--- src/rtl/alu_zflag_deco.sv ---
// Datapath support block for the 8-bit single-cycle CPU: combinational ALU with
// zero detect, the registered zero flag, and the 2-to-4 port-select decoder.
module alu_zflag_deco #(
  parameter int WIDTH = 8
) (
  input  logic             clk,
  input  logic             reset,
  input  logic [WIDTH-1:0] a,
  input  logic [WIDTH-1:0] b,
  input  logic [2:0]       op_alu,
  output logic [WIDTH-1:0] y,
  output logic             zalu,
  input  logic             wez,
  output logic             z,
  input  logic             sel0,
  input  logic             sel1,
  output logic             d0,
  output logic             d1,
  output logic             d2,
  output logic             d3
);

  logic [WIDTH-1:0] y_s;
  logic             zalu_s;
  logic             z_d;
  logic             z_q;
  logic [3:0]       dec_s;

  // ALU: all arithmetic wraps modulo 2^WIDTH; an unknown op falls to a defined zero result
  always_comb begin
    y_s = {WIDTH{1'b0}};
    case (op_alu)
      3'b000:  y_s = a;
      3'b001:  y_s = ~a;
      3'b010:  y_s = a + b;
      3'b011:  y_s = a - b;
      3'b100:  y_s = a & b;
      3'b101:  y_s = a | b;
      3'b110:  y_s = {WIDTH{1'b0}} - a;
      3'b111:  y_s = {WIDTH{1'b0}} - b;
      default: y_s = {WIDTH{1'b0}};
    endcase
    zalu_s = ~|y_s;
  end

  always_comb begin
    if (wez) begin
      z_d = zalu_s;
    end else begin
      z_d = z_q;
    end
  end

  // Zero flag; reset wins over a simultaneous write
  always_ff @(posedge clk) begin
    if (reset) begin
      z_q <= 1'b0;
    end else begin
      z_q <= z_d;
    end
  end

  always_comb begin
    dec_s = 4'b0000;
    case ({sel1, sel0})
      2'b00:   dec_s = 4'b0001;
      2'b01:   dec_s = 4'b0010;
      2'b10:   dec_s = 4'b0100;
      2'b11:   dec_s = 4'b1000;
      default: dec_s = 4'b0001;
    endcase
  end

  assign y    = y_s;
  assign zalu = zalu_s;
  assign z    = z_q;
  assign d0   = dec_s[0];
  assign d1   = dec_s[1];
  assign d2   = dec_s[2];
  assign d3   = dec_s[3];

endmodule

--- config.mk ---
export PLATFORM = sky130hd
export DESIGN_NAME = alu_zflag_deco
export DESIGN_NICKNAME = d
export VERILOG_FILES = /design/src/rtl/alu_zflag_deco.sv
export SDC_FILE = /design/constraint.sdc
export NUM_CORES = 1
export LEC_CHECK = 0
export CAP_MARGIN = 40
export CORE_ASPECT_RATIO = 0.9
export CORE_MARGIN = 2
export CORE_UTILIZATION = 44
export DETAILED_ROUTE_END_ITERATION = 10
export GPL_ROUTABILITY_DRIVEN = 0
export PLACE_DENSITY_LB_ADDON = 0.15
export SLEW_MARGIN = 5
export SYNTH_ARGS = -nofsm -noshare
export SYNTH_HDL_FRONTEND = slang
export SYNTH_SLANG_ARGS = --single-unit
--- constraint.sdc ---
create_clock -name clk -period 5.55 [get_ports clk]
set_clock_uncertainty 0.2 [all_clocks]
set_input_delay 1.665 -clock clk [delete_from_list [all_inputs] [get_ports clk]]
set_output_delay 1.665 -clock clk [all_outputs]
set_load 0.05 [all_outputs]
==> flow_metrics.tcl, run 1 <==
set metrics [dict create \
    synthFlopType "dfxtp_1" \
    tool.error "[ERROR DPL-0033] detailed placement checks failed during check placement." \
    synthesis.nets 225 \
    haltStage "5_1_grt" \
    port_buffers 37 \
    die_w_um 62.15 \
    dpl_cell_area_mm2 0.002275 \
    outcome "aborted with a tool error" \
    design.portCount 38 \
    yosysWarningCount 0 \
    ys_ff_latch 1 \
    die_height_um 56.33 \
    antenna_found_initial 0 \
    async_flop_share_pct 0 \
    crit_endpoint "zalu" \
    synth_seq_area_share_pct 1.495 \
    netlist_instances 189 \
    syn_avg_cell_area_um2 7.084 \
    hpwl_um 3795 \
    synth_edf_count 0 \
    worst-endpoint-pin-kind "top-level output" \
    start_util_pct 47.56 \
    num_rows 18 \
    dp_slack_ns -0.9961 \
    netlist_area_mm2 0.001339 \
    grt_max_degree 27 \
    synth_cell_type_count 59 \
]
cell families after synthesis:
kind of cell	Yosys count	share of synthesized area, %
AO/OA/AOI/OAI	50	24.68
XOR/XNOR	15	9.813
adder cells (fa/ha/maj)	14	13.27
buffers and inverters	23	8.597
flip-flops	1	1.495
multiplexers	10	8.785
AND/OR/NAND/NOR	76	33.37
stage by stage:
step	hold slack (ns)	std cells
after global placement	0.3710	316
after floorplan	0.6189	189
after CTS	0.3854	334
after detailed placement	0.3875	316
synth_stat cells, drive strengths merged, types with 2 or more instances:
cell type	instances	share of area [%]
nand2	16	4.5
nor4	2	2.1
inv	14	3.9
xor2	3	2.0
mux2	5	4.8
nor2	13	3.6
maj3	2	1.5
nand3	7	3.6
o21ai	11	4.7
nand2b	7	3.3
or3b	3	2.0
mux2i	5	4.0
nor2b	4	1.9
and3	3	1.4
ha	11	10
a21oi	19	7.4
nor3	10	5.3
o41ai	2	1.9
or2	3	1.4
nand3b	2	1.1
xnor2	12	7.9
buf	8	4.4
o211ai	4	2.2
or3	2	0.93
and2	2	0.93
what timing repair did:
item,4_1_cts
endpoints found under the setup margin,8
buffers inserted,19
gates cloned,0
gates resized for setup,77
hold buffers,0
pin swaps,26
==> run 2: changes to the inputs <==
CORE_AREA = 2 2 63 65   (was unset)
CORE_ASPECT_RATIO = unset   (was 0.9)
CORE_MARGIN = unset   (was 2)
CORE_UTILIZATION = unset   (was 44)
DIE_AREA = 0 0 65 67   (was unset)
clock period = 7.2 ns   (was 5.55 ns; I/O delays follow)
==> run 2 against run 1 <==
Effect of this change: the run now ends clean; synthesized cell count unchanged; synthesized area unchanged.
==> flow_metrics.tcl, run 2 <==
set metrics [dict create \
    drc_errors 0 \
    startpoint "b[1]" \
    netlist_area_mm2 0.001339 \
    ir_drop_mv 0.05597 \
    fill_cells 322 \
    num_rows 22 \
    antenna_found_initial 0 \
    rsz0062_at_grt "no" \
    fmax_mhz 141.7 \
    cp-end-kind "output pin" \
    synth_compound_area_share_pct 24.67 \
    crit_type "input port to output pin" \
    clk_pin_slew_worst_paths_ns 0 \
    nNetsFinal 313 \
    synthMuxAreaShare_pct 8.785 \
    grt_pass1_wl_um 7100 \
    synth_most_common_cell "a21oi_1" \
    tns_ns 0 \
    drt_wl_total_um 4235 \
    antenna_cells 0 \
    finish.utilization_pct 64.89 \
    critPathMaxStageDelay_ns 0.39 \
    fp.dieArea_mm2 0.004355 \
    slew_headroom_pct 64.61 \
    grt_max_degree 27 \
    final_cell_mix "buf_4, clkdlybuf4s50_1, nand2_1, a21oi_1, xnor2_1" \
    hpwl_um 3321 \
    synth_top_family_by_area "simple AND/OR/NAND/NOR gates" \
    max_cap_viol_count 0 \
    drv_slew 0 \
    first_pass_iters 4 \
    postCtsHoldBufs 0 \
    synth_top_area_share_pct 10.28 \
    die_height_um 67 \
    clock_latency_ns 0 \
    start_kind "input port" \
    grtUsageTotal_pct 20.41 \
    start_util_pct 37.13 \
    ys_top_cells_by_count "a21oi_1, nand2_1, inv_1, nor2_1, xnor2_1" \
    setup_violations 0 \
    yosys.area_share.adder_pct 13.27 \
    cp_common_cell "nand3_4" \
    dpl_cell_area_mm2 0.002191 \
    grt_pass1_vias 1556 \
    die_w_um 65 \
    r2r-start "z" \
    post_synth_xor_area_fraction_pct 9.813 \
    path_cells "clkbuf_2 > inv_2 > ha_2 > mux2i_2 > fa_2 > and3_4 > or3_4 > nand3_4 > nand3_4 > nor4bb_4 > nand3_2 > nor3_4 > buf_12" \
    cp_max_fo 2 \
    outcome "completed" \
    final_area_mm2 0.002340 \
    drive_above_1_share_pct 42.55 \
    yosysWarningCount 0 \
    grt.overflow.total 0 \
    via_per_inst 5.136 \
    wl_per_cell_um 13.11 \
    async_flop_share_pct 0 \
    netlist_instances 189 \
    hold_class "flip-flop to flip-flop" \
    tightest_slew_ns 0.5252 \
    syn_avg_cell_area_um2 7.084 \
    synth_seq_area_share_pct 1.495 \
    power.leakage_uw 0.001038 \
    drt-initial-drc-count 82 \
    final_hold_viol_count 0 \
    design.portCount 38 \
    synthFlopType "dfxtp_1" \
    place_inst 316 \
    synth_cell_type_count 59 \
    synth_largest_area_cell "ha_1" \
    synthesis.nets 225 \
    core-area_mm2 0.003606 \
    synthSimpleGateAreaFrac_pct 33.36 \
    cp.required_ns 4.84 \
    mostFrequentLayoutCell "buf_4" \
    ys_ff_latch 1 \
    synth_edf_count 0 \
    cellPowerDensity_mw_per_mm2 101.9 \
    syn_to_final_growth_pct 74.77 \
    synthTopCellsByArea "ha_1, xnor2_1, a21oi_1" \
    period_needed_ns 7.059 \
    port_buffers 37 \
    ant_nets 0 \
    arrival_ns 4.70 \
    cp_slowest_cell "fa_2" \
    vias 1659 \
    largest_reg_flops 1 \
    hp-start "z" \
    final_cells 323 \
    fin_crit_sh_pct 98.04 \
]
-- run 2: cell counts after synthesis --
Identical to the previous run, type by type.
-- run 2: area by class of cell --
class                      count  area [um^2]  area share, %
inverter                      14        52.55          2.246
multi-input combinational    165         1351          57.75
tap                           48        60.06          2.567
sequential                     1        20.02         0.8556
timing repair buffer          95        855.8          36.58
-- run 2: metrics by stage --
| stage | setup WS (ns) | power (uW) | hold WS, ns |
|---|---|---|---|
| finish | 0.1410 | 238.3 | 0.3862 |
| global route | 0.02440 | 255.0 | 0.3937 |
| CTS | 0.09037 | 231.4 | 0.3883 |
| detailed placement | -0.3895 | 215.9 | 0.3852 |
| global placement | -0.3273 | 214.3 | 0.3798 |
| floorplan | 0.02130 | 117.7 | 0.6189 |
-- run 2: what timing repair did --
item | in CTS | in global routing
buffers inserted | 3 | 4
pin swaps | 15 | 15
gates resized for setup | 29 | 22
endpoints found under the setup margin | 4 | 3
-- run 2: power breakdown --
| group | switching (uW) | internal, uW |
|---|---|---|
| sequential | 0.0181 | 5.69 |
| clock | 0 | 0 |
| combinational | 117 | 116 |
-- run 2: path summary, 6_finish.rpt --
path                              to  slack [ns]  cells past startpoint
worst min register to register     z        0.39                      2
worst max register to register     z        6.08                      2
worst min-delay path               z        0.39                      2
worst max-delay path            zalu        0.14                     13
-- run 2: worst max-delay path, delay by kind of cell --
family        cells  cell delay, ns
mux               1            0.08
simple gates      7            1.45
buf+inv           3            0.32
fa+ha+maj         2            0.70
-- run 2: logic make-up after synthesis --
kind of cell    count (synthesis)
simple gates                   76
mux                            10
compound gates                 50
buf+inv                        23
fa+ha+maj                      14
xor+xnor                       15
flops                           1
-- run 2: metal layers --
metal  GRT usage, %  part of all wire (%)
met2          35.70                    50
met5              0                     0
met1          28.76                    46
met3         0.5068                   3.5
met4          2.128                  0.19
Power figures use the tool's default switching activity.
